File: config.mk
export PLATFORM = sky130hd
export DESIGN_NAME = frame_decode_multi
export DESIGN_NICKNAME = d
export VERILOG_FILES = /design/src/rtl/frame_decode_multi.sv
export SDC_FILE = /design/constraint.sdc
export NUM_CORES = 1
export LEC_CHECK = 0
export CORE_AREA = 3 3 101 103
export DETAILED_ROUTE_END_ITERATION = 7
export DIE_AREA = 0 0 104 106
export GPL_TIMING_DRIVEN = 0
export PLACE_DENSITY = 0.87
export SLEW_MARGIN = 30
export SYNTH_ARGS = -nofsm -noshare
export SYNTH_HDL_FRONTEND = slang
export SYNTH_SLANG_ARGS = --single-unit
File: constraint.sdc
create_clock -name clk -period 5.55 [get_ports clk]
set_input_delay 1.665 -clock clk [delete_from_list [all_inputs] [get_ports clk]]
set_output_delay 1.665 -clock clk [all_outputs]
set_load 0.02 [all_outputs]
File: src/rtl/frame_decode_multi.sv
// rtl/frame_decode_multi.sv - Miller-symbol to ISO 14443A frame decoder with parity, CRC_A and length guard
`timescale 1ns/1ps
module frame_decode_multi #(
    parameter bit PARITY_EN = 1'b1,
    parameter bit CRC_EN    = 1'b1,
    parameter int MAX_BYTES = 32
) (
    input  logic       clk,
    input  logic       rst_n,
    input  logic       seq_valid,
    input  logic [1:0] seq,
    output logic       soc,
    output logic       eoc,
    output logic [7:0] data,
    output logic [2:0] data_bits,
    output logic       data_valid,
    output logic       parity_error,
    output logic       sequence_error,
    output logic       overflow_error,
    output logic       crc_ok
);

    localparam logic [1:0] SEQ_X   = 2'd0;
    localparam logic [1:0] SEQ_Y   = 2'd1;
    localparam logic [1:0] SEQ_Z   = 2'd2;
    localparam logic [1:0] SEQ_ERR = 2'd3;
    localparam logic [7:0] MAX_B   = 8'(MAX_BYTES);

    typedef enum logic [1:0] {S_IDLE, S_DATA, S_ERROR} state_t;

    state_t      state_q, state_d;
    logic        prev_x_q, prev_x_d;
    logic        pend_q, pend_d;
    logic [7:0]  sh_q, sh_d;
    logic [3:0]  bit_cnt_q, bit_cnt_d;
    logic [7:0]  byte_cnt_q, byte_cnt_d;
    logic [15:0] crc_q, crc_d;
    logic        soc_q, soc_d;
    logic        eoc_q, eoc_d;
    logic [7:0]  data_q, data_d;
    logic [2:0]  data_bits_q, data_bits_d;
    logic        data_valid_q, data_valid_d;
    logic        parity_error_q, parity_error_d;
    logic        sequence_error_q, sequence_error_d;
    logic        overflow_error_q, overflow_error_d;
    logic        crc_ok_q, crc_ok_d;

    logic [1:0]  commit;
    logic [1:0]  cbit;
    logic        byte_done;

    function automatic logic [15:0] crc_a_byte(input logic [15:0] c, input logic [7:0] b);
        logic [15:0] r;
        r = c;
        for (int i = 0; i < 8; i++) begin
            r = (r[0] ^ b[i]) ? ((r >> 1) ^ 16'h8408) : (r >> 1);
        end
        return r;
    endfunction

    always_comb begin
        state_d          = state_q;
        prev_x_d         = prev_x_q;
        pend_d           = pend_q;
        sh_d             = sh_q;
        bit_cnt_d        = bit_cnt_q;
        byte_cnt_d       = byte_cnt_q;
        crc_d            = crc_q;
        soc_d            = 1'b0;
        eoc_d            = 1'b0;
        data_d           = data_q;
        data_bits_d      = 3'd0;
        data_valid_d     = 1'b0;
        parity_error_d   = 1'b0;
        sequence_error_d = 1'b0;
        overflow_error_d = 1'b0;
        crc_ok_d         = 1'b0;
        commit           = 2'b00;
        cbit             = 2'b10;
        byte_done        = 1'b0;

        if (seq_valid) begin
            prev_x_d = (seq == SEQ_X);
            case (state_q)
                S_IDLE: begin
                    if (seq == SEQ_Z) begin
                        soc_d      = 1'b1;
                        state_d    = S_DATA;
                        pend_d     = 1'b0;
                        sh_d       = 8'd0;
                        bit_cnt_d  = 4'd0;
                        byte_cnt_d = 8'd0;
                        crc_d      = 16'h6363;
                    end
                end
                S_DATA: begin
                    if (seq == SEQ_ERR) begin
                        sequence_error_d = 1'b1;
                        state_d          = S_ERROR;
                        pend_d           = 1'b0;
                    end else if (seq == SEQ_Y && !prev_x_q) begin
                        // End of communication: any pending 0 belongs to the EOC pattern
                        eoc_d   = 1'b1;
                        pend_d  = 1'b0;
                        state_d = S_IDLE;
                        if (bit_cnt_q == 4'd0 && byte_cnt_q == 8'd0) begin
                            sequence_error_d = 1'b1;
                        end else if (bit_cnt_q != 4'd0 && bit_cnt_q < 4'd8) begin
                            data_bits_d = bit_cnt_q[2:0];
                            data_d      = sh_q;
                        end else if (bit_cnt_q == 4'd8) begin
                            parity_error_d = 1'b1;
                        end
                        crc_ok_d = CRC_EN && (byte_cnt_q >= 8'd3) &&
                                   (bit_cnt_q == 4'd0) && (crc_q == 16'h0000);
                    end else begin
                        // Slot 0 flushes the held 0, slot 1 carries an X's 1
                        commit = {seq == SEQ_X, pend_q};
                        pend_d = (seq != SEQ_X);
                    end
                end
                S_ERROR: begin
                    if (seq == SEQ_Y && !prev_x_q) begin
                        eoc_d   = 1'b1;
                        state_d = S_IDLE;
                    end
                end
                default: state_d = S_IDLE;
            endcase
        end

        for (int k = 0; k < 2; k++) begin
            byte_done = 1'b0;
            if (commit[k] && state_d == S_DATA) begin
                if (bit_cnt_d == 4'd0 && byte_cnt_d == MAX_B) begin
                    overflow_error_d = 1'b1;
                    state_d          = S_ERROR;
                    pend_d           = 1'b0;
                end else if (bit_cnt_d < 4'd8) begin
                    if (bit_cnt_d == 4'd0) begin
                        sh_d = 8'd0;
                    end
                    sh_d[bit_cnt_d[2:0]] = cbit[k];
                    bit_cnt_d = bit_cnt_d + 4'd1;
                    byte_done = !PARITY_EN && (bit_cnt_d == 4'd8);
                end else if (cbit[k] != ~^sh_d) begin
                    parity_error_d = 1'b1;
                    state_d        = S_ERROR;
                    pend_d         = 1'b0;
                end else begin
                    byte_done = 1'b1;
                end
                if (byte_done) begin
                    data_valid_d = 1'b1;
                    data_d       = sh_d;
                    crc_d        = CRC_EN ? crc_a_byte(crc_d, sh_d) : crc_d;
                    byte_cnt_d   = byte_cnt_d + 8'd1;
                    bit_cnt_d    = 4'd0;
                end
            end
        end
    end

    always_ff @(posedge clk or negedge rst_n) begin
        if (!rst_n) begin
            state_q          <= S_IDLE;
            prev_x_q         <= 1'b0;
            pend_q           <= 1'b0;
            sh_q             <= 8'd0;
            bit_cnt_q        <= 4'd0;
            byte_cnt_q       <= 8'd0;
            crc_q            <= 16'h6363;
            soc_q            <= 1'b0;
            eoc_q            <= 1'b0;
            data_q           <= 8'd0;
            data_bits_q      <= 3'd0;
            data_valid_q     <= 1'b0;
            parity_error_q   <= 1'b0;
            sequence_error_q <= 1'b0;
            overflow_error_q <= 1'b0;
            crc_ok_q         <= 1'b0;
        end else begin
            state_q          <= state_d;
            prev_x_q         <= prev_x_d;
            pend_q           <= pend_d;
            sh_q             <= sh_d;
            bit_cnt_q        <= bit_cnt_d;
            byte_cnt_q       <= byte_cnt_d;
            crc_q            <= crc_d;
            soc_q            <= soc_d;
            eoc_q            <= eoc_d;
            data_q           <= data_d;
            data_bits_q      <= data_bits_d;
            data_valid_q     <= data_valid_d;
            parity_error_q   <= parity_error_d;
            sequence_error_q <= sequence_error_d;
            overflow_error_q <= overflow_error_d;
            crc_ok_q         <= crc_ok_d;
        end
    end

    assign soc            = soc_q;
    assign eoc            = eoc_q;
    assign data           = data_q;
    assign data_bits      = data_bits_q;
    assign data_valid     = data_valid_q;
    assign parity_error   = parity_error_q;
    assign sequence_error = sequence_error_q;
    assign overflow_error = overflow_error_q;
    assign crc_ok         = crc_ok_q;

endmodule

==> flow_results.org <==
** Outcome
- The flow ran to the end, and the final reports show no timing, DRC or antenna violations.

** Run
- Reported max-cap violation count :: 0

** Route
- Detailed-route via count :: 5393
- For this run, design rule violations remaining after detail routing come to 0.
- The first detailed-routing pass took 6 iterations.
- After the first detailed-routing iteration, the DRC count stood at 638.
- Routed wire per std cell :: between 20 and 25 µm
- Count of antenna-violating nets left after detailed routing :: 0
- Dividing the detail-routed via count by the number of cells gives 6.561.
- Final WL :: between 15000 and 20000 µm

** Place
- PortBufs :: 20
- The congestion estimate from routability-driven global placement came to 1.066.
- Detailed placement ended at an HPWL of ~12000 µm.
- Cell area reported after detailed placement :: around 0.0058 mm²

** Global routing
- Global route total overflow :: 0
- In the global route stage, overall resource usage came out at 31.84%.
- Via count of the first global-routing pass :: between 5000 and 6000
- Number of antenna violations at the first check in global routing :: 0
- Pin count of the biggest net entering global routing :: 33
- First-pass GRT wire length :: 27880 µm

** Timing
- Of the available clock period, the critical path in the final layout requires a little over nine tenths.
- Setup skew after layout :: about 12 ps
- Timing would allow up to ~180 MHz.
- For the finished layout, the period the worst path requires is 5473 ps.
- Count of final hold-check violations :: 0
- Setup violations remaining at the end of the flow were counted as 0.
- The max-slew violation total from the final report was 0.
- For the pin with the worst max-slew slack, the measured transition is about 770 ps.
- Headroom to the max-slew limit came out at 47.47%.
- On the final layout, the worst hold slack is 561.7 ps.
- Adding up every negative setup slack in the final design gives 0 ps.

** Power and ir drop
- Of the total power, the clock network draws roughly 27%.
- Leakage power summed over all cells :: about 2.8 nW
- The internal portion of the total power is 0.001013 W.
- The worst-case IR drop observed on VDD is about 0.00016 V.
- Total power density per cell area :: approximately 250 mW/mm²
- Sequential cells burn between 20% and 30% of the power.
- The share of total power dissipated in combinational logic is between 40% and 50%.
- Of the total power, the share spent switching nets is 39.80%.
- Design Power :: around 0.0017 W
- For this design the total switching power over the nets is about 0.00067 W.

** Setup path
- The worst setup path is captured at a register.
- Setup CP Type :: in -> reg
- Data on the critical path arrives at its endpoint at around 5700 ps.
- Startpoint type of the worst setup path :: input port
- At the worst endpoint, the required time is 5800 ps.
- Top fanout value on the critical path :: 10

** Clock network
- The H-tree was split into 3 levels.
- CTS root buf :: sky130_fd_sc_hd__clkbuf_8
- For this design, the sink count on the clock tree is 58.
- Counting along the longest clock path gives a buffer depth of 2.
- Insertion delay to the later sink of the worst-skew pair :: between 300 and 400 ps
- TritonCTS clock tree :: yes
- Clock slew seen by the registers of the worst setup and hold paths :: approximately 80 ps
- The number of clock buffers added by TritonCTS is 9.
- For this design, the CTS-stage hold fixing added 0 buffers.

** Synth
- A synthesized cell averages between 8 and 9 µm².
- Sequential cells were found to cover between 20 and 30% of the synthesized design area.
- Proportion of synthesized flip-flops having asynchronous set or reset :: between 90% and 100%
- Post-synthesis instance area :: between 0.005 and 0.006 mm²
- Most frequently used cell type in the post-synthesis netlist :: sky130_fd_sc_hd__nand2_1
- Top cells by instance count after synthesis :: sky130_fd_sc_hd__nand2_1, sky130_fd_sc_hd__dfrtp_1, sky130_fd_sc_hd__nor2_1
- The synthesized design devotes to its leading area cell type 23.92% of total area.
- Top area cells in the synthesized netlist :: sky130_fd_sc_hd__dfrtp_1, sky130_fd_sc_hd__xnor2_1, sky130_fd_sc_hd__nand2_1
- Number of distinct library cell variants in the gate-level netlist after synthesis :: ~90
- In this run, synthesis inferred 0 flip-flops with an integrated enable.
- The largest total area in the synthesized netlist belongs to sky130_fd_sc_hd__dfrtp_1.
- Synthesis handed over a netlist of 610 instances.
- Net count after synthesis :: between 600 and 700
- Top FF cell, synth :: sky130_fd_sc_hd__dfrtp_1
- Synth warnings :: 0
- Post-synthesis sequential element count :: just under 60

** Floorplanning
- Die extent in x :: 104 µm
- After floorplanning, the core was sized to cover between 0.009 and 0.01 mm².
- FP Rows :: 35
- For this design the top-level I/O count stands at 23.
- The die covers 0.01102 mm².
- Die height :: approximately 110 µm
- The initial utilization of the core area, before any placement, comes to a little under three fifths.

** Final layout
- The net count of the finished layout is 705.
- The filler cells instantiated in the layout total 710.
- Cells fill between 70% and 80% of the core in the end.
- Cells with a size suffix above 1 make up roughly 25% of the layout.
- Diode count :: 0
- Area Growth Syn to Fin :: 27.70%
- With fillers left out, the area of the finished cells amounts to about 0.0067 mm².
- The multi-input combinational cells in the finished layout cover a total of slightly below 0.004 mm².
- Area taken by flip-flops and latches :: 0.001461 mm²

** Worst hold path
- Min-delay worst type :: reg -> reg
layout by cell type (no fill, tap or decap), types with 9 or more instances in the layout:
| cell type | instances |
|---|---|
| sky130_fd_sc_hd__nand2_1 | 56 |
| sky130_fd_sc_hd__dfrtp_1 | 50 |
| sky130_fd_sc_hd__buf_4 | 48 |
| sky130_fd_sc_hd__nor2_1 | 47 |
| sky130_fd_sc_hd__xnor2_1 | 36 |
| sky130_fd_sc_hd__inv_1 | 26 |
| sky130_fd_sc_hd__nor3_1 | 23 |
| sky130_fd_sc_hd__o21ai_0 | 23 |
| sky130_fd_sc_hd__a21oi_1 | 22 |
| sky130_fd_sc_hd__clkdlybuf4s50_1 | 18 |
| sky130_fd_sc_hd__mux2i_1 | 15 |
| sky130_fd_sc_hd__nand3_1 | 14 |
| sky130_fd_sc_hd__xor2_1 | 14 |
| sky130_fd_sc_hd__o211ai_1 | 11 |
| sky130_fd_sc_hd__nand4_1 | 10 |
| sky130_fd_sc_hd__clkbuf_8 | 10 |
| sky130_fd_sc_hd__clkbuf_1 | 9 |
through the flow:
step,instances,setup WS (ps)
after floorplan,610,13.90
after global placement,759,-1216
after detailed placement,760,-1293
after CTS,803,6.109
after global routing,822,-27.71
final,822,77.35
logic make-up (layout without fill, tap and decap cells):
family                     count (synthesis)  count (layout)  share of synthesized area, %
and+or+nand+nor                          228             228                         22.75
AOI/OAI and AO/OA                        160             160                         22.44
xor gates and xnor gates                  65              65                         13.20
buffers and inverters                     60             143                         5.166
DFF                                       58              58                         27.94
muxes                                     27              27                         5.645
adders and majority gates                 12              12                         2.870
metal layers:
| layer | vias up | part of all wire, % | track usage [%] |
|---|---|---|---|
| met4 | 0 | 4.3 | 13.58 |
| met2 | 352 | 47 | 53.81 |
| met5 | - | 0 | 0 |
| met1 | 2569 | 38 | 38.90 |
| li1 | 2390 | - | - |
| met3 | 82 | 11 | 7.711 |
layout make-up:
type | count | share of cell area (%)
multi-input combinational | 492 | 57.91
sequential | 58 | 21.88
timing repair buffer | 69 | 9.328
inverter | 28 | 1.761
buffer | 30 | 3.446
clock inverter | 7 | 1.405
clock buffer | 9 | 1.854
tap | 129 | 2.416
flip-flops by register name (all words and copies together), names as in the netlist:
signal          count
bit_cnt_q           4
byte_cnt_q          8
crc_ok              1
crc_q              16
data                8
data_bits           3
data_valid          1
eoc                 1
overflow_error      1
parity_error        1
pend_q              1
prev_x_q            1
sequence_error      1
sh_q                8
soc                 1
state_q             2
power groups by stage:
| stage | registers, W | clock network (W) | logic [W] |
|---|---|---|---|
| 6_report | 0.000482 | 0.000454 | 0.000747 |
| 5_1_grt | 0.000484 | 0.000476 | 0.000793 |
| 4_1_cts | 0.000479 | 0.000458 | 0.000686 |
| 3_5_place_dp | 0.000485 | 0 | 0.000613 |
| 3_3_place_gp | 0.000484 | 0 | 0.000595 |
| 2_1_floorplan | 0.000482 | 0 | 0.000470 |
worst max-delay path: stages:
cell and delay [ps]:
sky130_fd_sc_hd__buf_4 150, sky130_fd_sc_hd__or3b_4 440, sky130_fd_sc_hd__o21ai_4 200, sky130_fd_sc_hd__o211ai_4 160, sky130_fd_sc_hd__nor4_4 430, sky130_fd_sc_hd__clkbuf_8 240, sky130_fd_sc_hd__o21ai_1 80, sky130_fd_sc_hd__inv_1 110
sky130_fd_sc_hd__ha_2 210, sky130_fd_sc_hd__o21ai_0 110, sky130_fd_sc_hd__o22ai_2 270, sky130_fd_sc_hd__buf_4 170, sky130_fd_sc_hd__a31oi_4 90, sky130_fd_sc_hd__buf_12 200, sky130_fd_sc_hd__o22ai_4 180, sky130_fd_sc_hd__xor2_1 170
sky130_fd_sc_hd__xnor3_2 500, sky130_fd_sc_hd__xnor2_1 150, sky130_fd_sc_hd__a21o_1 180
timing repair:
item	4_1_cts	5_1_grt
gates cloned	0	0
buffers inserted	28	20
pin swaps	16	18
setup endpoints to repair	44	30
gates resized for setup	34	28
final timing paths:
check | from | to | slack, ps | depth (start not counted)
min | data[2] | data[2] | 560 | 2
max | seq[0] | crc_q[10] | 80 | 19
min reg2reg | data[2] | data[2] | 560 | 2
max in group asynchronous | rst_n | crc_q[6] | 3750 | 2
min in group asynchronous | rst_n | state_q[0] | 1220 | 1
max reg2reg | state_q[0] | crc_q[9] | 630 | 23
Power figures use the tool's default switching activity.
==> edit 1: new RTL, same flow settings <==
Make the reset (`rst_n`) synchronous in one clocked block.
--- a/src/rtl/frame_decode_multi.sv
+++ b/src/rtl/frame_decode_multi.sv
@@ -161,7 +161,7 @@
         end
     end
 
-    always_ff @(posedge clk or negedge rst_n) begin
+    always_ff @(posedge clk) begin
         if (!rst_n) begin
             state_q          <= S_IDLE;
             prev_x_q         <= 1'b0;
Formal check against the unedited RTL: differs if rst_n is asserted again (counterexample within 4 cycles, from zero or initial values and one cycle with rst_n low); with rst_n held inactive, the same outputs for 4 cycles.
==> edit 1 against the unedited design <==
Cell area is 10% lower. Synthesized area down 7.5%. Hold slack worse by 0.066 ns. Non-clock buffer count down 5. Critical path depth unchanged. Cell count shrank 2.3%. Sequential cell count unchanged. Worst setup slack better by 0.0077 ns. Routed wire length down 6.8%.
Power is not compared: it rests on default switching activity, and its combinational part moved more than twofold at a synthesized area within 25%.
==> edit 1: results (changes against the unedited design) <==
| Metric | Value |
|---|---|
| Mux share of post-synthesis cell area | 0.0235 (-0.0329) |
| Diode count | 0 (unchanged) |
| Max Root-Sink Buffers | 2 (unchanged) |
| Synth area leaders | dfxtp_1, xnor2_1, nor2_1 |
| H-tree levels | 3 (unchanged) |
| First-pass GRT wire length | 25800 um (-7.4%) |
| Met3 Resource Use GR | 0.0461 (-0.0310) |
| 1st-iter DRT viols | 579 (-9.2%) |
| Pre-antenna DRT Iters | 5 (-1) |
| Worst-margin pin slew | 0.944 ns (+0.178 ns) |
| Post-synthesis cell type count | 84 (-7.7%) |
| Status | finished clean |
| Clk slew on worst S/H paths | 0.07 ns |
| Routed vias/inst | 6.33 (-3.5%) |
| CTS Buf Count | 9 (unchanged) |
| Synth top area share | 0.240 (+0.000802) |
| Xor and xnor area share after synthesis | 0.147 (+0.0154) |
| Antenna violations before repair | 0 (unchanged) |
| CP max stage delay | 0.41 ns (-0.09 ns) |
| Met2 Use GR | 0.475 (-0.0631) |
| Biggest register | crc_q |
| Placed cell areas | 5290 sq um (-8.6%) |
| Routing usage on met1 | 0.392 (+0.00249) |
| Clock Skew | 0.0103 ns (-0.00167 ns) |
| Compound-cell area share of the yosys netlist | 0.251 (+0.0265) |
| Maximum number of pins on one net before global-route repair | 11 (-67%) |
| NumNets Final | 686 (-2.7%) |
| GP Congestion | 0.993 (-6.8%) |
| Post-DRT Antenna Nets | 0 (unchanged) |
| Synth Warn # | 0 (unchanged) |
| Commonest cells in the netlist | nor2_1, dfxtp_1, nand2_1 |
| Worst-path fanout max | 10 (unchanged) |
| Max IR drop VDD | 0.000125 V |
| Max reg flops | 16 (unchanged) |
| CTS root buf | clkbuf_8 |
| Final WL | 16600 um (-6.8%) |
| Hpwl dp | 11600 um (-5.5%) |
| Ys async rst share | 0 (-1.00) |
| Sequential share of the synthesized area | 0.240 (-0.0394) |
| HP Class | register to register |
| Pleak | about 2.2 nW |
| Syn Nets | 617 (-1.6%) |
| Filler cells | 787 (+11%) |
| Critical path arrival | 5.73 ns (about the same) |
| Layout cell share with drive strength beyond 1 | 0.220 (-0.0344) |
| Number of global-route vias before repair | 4759 (-10%) |
| Port bufs | 18 (-10%) |
| Grt ovf | 0 (unchanged) |
| Post-Synth Adder-Cell Area | 0.0310 (+0.00233) |
| GRT Util Overall | 0.293 (-0.0255) |
| Clk_lat worst skew | ~0.35 ns |
| CP max stage cell | o21ai_0 |
-- edit 1: cell types whose count changed in the layout (fill, tap and decap cells not counted), sizes merged, moves of 11 or more --
| cell | before | now |
|---|---|---|
| a211oi | 8 | 26 |
| buf | 70 | 56 |
| clkbuf | 20 | 31 |
| dfrtp | 50 | 0 |
| dfxtp | 0 | 58 |
| inv | 28 | 17 |
| mux2i | 19 | 8 |
| nor2 | 49 | 68 |
| o22ai | 14 | 3 |
-- edit 1: final cells by class --
class | instances | area [sq um] | area share
Clock inverter | 5 | 53.8 | 0.00899
Sequential cell | 58 | 1160 | 0.194
Inverter | 17 | 63.8 | 0.0107
Timing Repair Buffer | 58 | 480 | 0.0803
Clock buffer | 11 | 141 | 0.0236
Multi-Input combinational cell | 489 | 3690 | 0.617
Tap cell | 129 | 161 | 0.0270
Buffer | 36 | 229 | 0.0383
-- edit 1: cells by family after synthesis --
family                   count (synthesis)
buffers and inverters                   53
multiplexers                            11
AO/OA/AOI/OAI                          163
XOR/XNOR                                68
flip-flops                              58
AND/OR/NAND/NOR                        235
adder cells (fa/ha/maj)                 12
-- edit 1: final timing paths --
| kind | from | end | slack (ns) | cells past startpoint |
|---|---|---|---|---|
| setup reg to reg | state_q[0] | state_q[0] | 0.65 | 21 |
| hold reg to reg | pend_q | pend_q | 0.50 | 2 |
| setup / recovery | seq[0] | state_q[0] | 0.09 | 19 |
| hold / removal | pend_q | pend_q | 0.50 | 2 |
-- edit 1: critical path, delay by kind of cell --
| family | cells | cell delay (ns) |
|---|---|---|
| buffers and inverters | 5 | 0.70 |
| and+or+nand+nor | 4 | 0.54 |
| adders and majority gates | 1 | 0.18 |
| xor gates and xnor gates | 3 | 0.69 |
| AOI/OAI and AO/OA | 6 | 1.94 |
-- edit 1: metal layers --
layer | share of wire | up-vias
met5 | 0 | -
met2 | 0.47 | 312
met1 | 0.41 | 2427
li1 | - | 2301
met3 | 0.099 | 42
met4 | 0.025 | 0
-- edit 1: where the power goes --
group	leakage, nW	internal (mW)	switching (mW)
clock	0.103	0.218	0.188
sequential	0.468	0.417	0.00123
combinational	1.66	0.0194	0.0414
-- edit 1: what timing repair did --
action | CTS | global route
pin swaps | 17 | 15
endpoints found under the setup margin | 36 | 35
buffers inserted | 17 | 23
resized for setup | 22 | 25
endpoints found under the hold margin | 0 | 0
-- edit 1: metrics by stage --
stage	power, mW	setup WS (ns)	std cells
2_1_floorplan	0.466	0.00456	600
3_3_place_gp	0.480	-0.922	747
3_5_place_dp	0.481	-1.06	747
4_1_cts	0.881	0.00390	780
5_1_grt	0.908	-0.0373	803
6_report	0.885	0.0850	803
==> edit 2: new RTL, same settings <==
Made on the original files. Set the parameter `PARITY_EN` to 1'b0 (it was 1'b1).
--- a/src/rtl/frame_decode_multi.sv
+++ b/src/rtl/frame_decode_multi.sv
@@ -1,7 +1,7 @@
 // rtl/frame_decode_multi.sv - Miller-symbol to ISO 14443A frame decoder with parity, CRC_A and length guard
 `timescale 1ns/1ps
 module frame_decode_multi #(
-    parameter bit PARITY_EN = 1'b1,
+    parameter bit PARITY_EN = 1'b0,
     parameter bit CRC_EN    = 1'b1,
     parameter int MAX_BYTES = 32
 ) (
Check against the original RTL: not equivalent (a bounded check fails within 10 cycles, from zero or initial values and one cycle with rst_n low).
==> edit 2 against the unedited design <==
The flow now finishes with violations (negative setup slack). Worst setup slack worse by 0.33 ns. Routed wire length rose by 3.3%. Sequential cell count stayed put. Sequential power grew 12%. Cell area fell by 0.36%. Via count is 0.87% higher. Synthesized cell count fell by 6.2%. Die area unchanged. Synthesized area fell by 6.4%. Total power increased by 20%. Critical path type unchanged.
==> edit 2: results (changes against the unedited design) <==
| Metric | Value |
|---|---|
| Met2 Use GR | 0.519 (-0.0190) |
| Hpwl dp | 11500 um (-6.4%) |
| Crit path capture | crc_q[8] |
| Seq pwr | 0.539 mW (+12%) |
| HP Class | register to register |
| Setup ws final | -0.256 ns (-0.333 ns) |
| CP max stage cell | or4b_4 |
| Worst Hold Launch | pend_q |
| Layout cell share with drive strength beyond 1 | 0.293 (+0.0392) |
| Worst-path fanout max | 5 (-5) |
| Non-clk bufs | 93 (-6.1%) |
| Number of ordinary inverters in the final layout | 22 (-21%) |
| Filler cells | 643 (-9.4%) |
| Max IR drop VDD | 0.000199 V (+27%) |
| Worst hold slack | 0.585 ns (+0.0228 ns) |
| Post-synthesis cell type count | 79 (-13%) |
| Synth area leaders | dfrtp_1, xnor2_1, nand2_1 |
| Post-Synth Adder-Cell Area | 0.0383 (+0.00961) |
| Top delay family on crit path | simple AND/OR/NAND/NOR gates |
| Post-Route M1 WL | 6660 um (-1.5%) |
| Worst Setup SP | seq[0] |
| Commonest cells in the netlist | nand2_1, nor2_1, dfrtp_1 |
| 1st-iter DRT viols | 682 (+6.9%) |
| WL met2 | 8510 um (+1.2%) |
| First-pass GRT wire length | 27400 um (-1.8%) |
| Mux share of post-synthesis cell area | 0.0549 (-0.00153) |
| Xor and xnor area share after synthesis | 0.141 (+0.00923) |
| Routing usage on met1 | 0.378 (-0.0114) |
| RR Startpoint | state_q[0] |
| Clock group power | 0.498 mW (+9.7%) |
| GRT Util Overall | 0.311 (-0.00728) |
| Worst-margin pin slew | 0.991 ns (+0.225 ns) |
| Sw Ratio | 0.417 (+0.0188) |
| Multi-input combinational area share | 0.578 (-0.00150) |
| Maximum number of pins on one net before global-route repair | 38 (+15%) |
| Syn Nets | 592 (-5.6%) |
| Compound-cell area share of the yosys netlist | 0.206 (-0.0187) |
| Status | finished with violations |
| DR WL met3 | 1920 um (+2.2%) |
| Sequential share of the synthesized area | 0.298 (+0.0190) |
| Failing checks | negative setup slack |
| Clk_lat worst skew | 0.36 ns (about the same) |
| # clk buffers | 13 (+4) |
| Number of global-route vias before repair | 5243 (-0.91%) |
| GP Congestion | 0.925 (-13%) |
| Pleak | 2.78 nW (+0.25%) |
| Setup violators final | 28 (+28) |
| Clock-cell share | 0.0372 (+0.00463) |
| Endpoint, Worst Hold | pend_q |
| Routed vias/inst | 6.94 (+5.8%) |
| Comb_multi_in | 466 (-5.3%) |
-- edit 2: cell count changes after synthesis, moves of 5 or more --
cell	delta
xor2_1	+8
a211oi_1	-6
o32ai_1	-6
a21oi_1	+11
nor3_1	-9
buf_1	-5
o21ai_1	-5
inv_1	-5
clkbuf_1	+7
nand2b_1	-5
-- edit 2: metrics by stage --
| step | instances | power [mW] | util | TNS (ns) | instance area (sq um) |
|---|---|---|---|---|---|
| final | 784 | 2.03 | 0.717 | -2.96 | 6660 |
| after global placement | 721 | 1.30 | 0.590 | -74.50 | 5480 |
| after global routing | 784 | 2.09 | 0.717 | -6.44 | 6660 |
| after CTS | 772 | 1.89 | 0.683 | -4.19 | 6340 |
| after detailed placement | 722 | 1.33 | 0.592 | -79.05 | 5500 |
| after floorplan | 572 | 1.13 | - | -9.28 | 5120 |
-- edit 2: repair_timing --
action | CTS | global route
setup endpoints to repair | 50 | 41
resized for setup | 77 | 51
setup buffers | 33 | 17
gates cloned | 2 | 0
pin swaps | 19 | 30
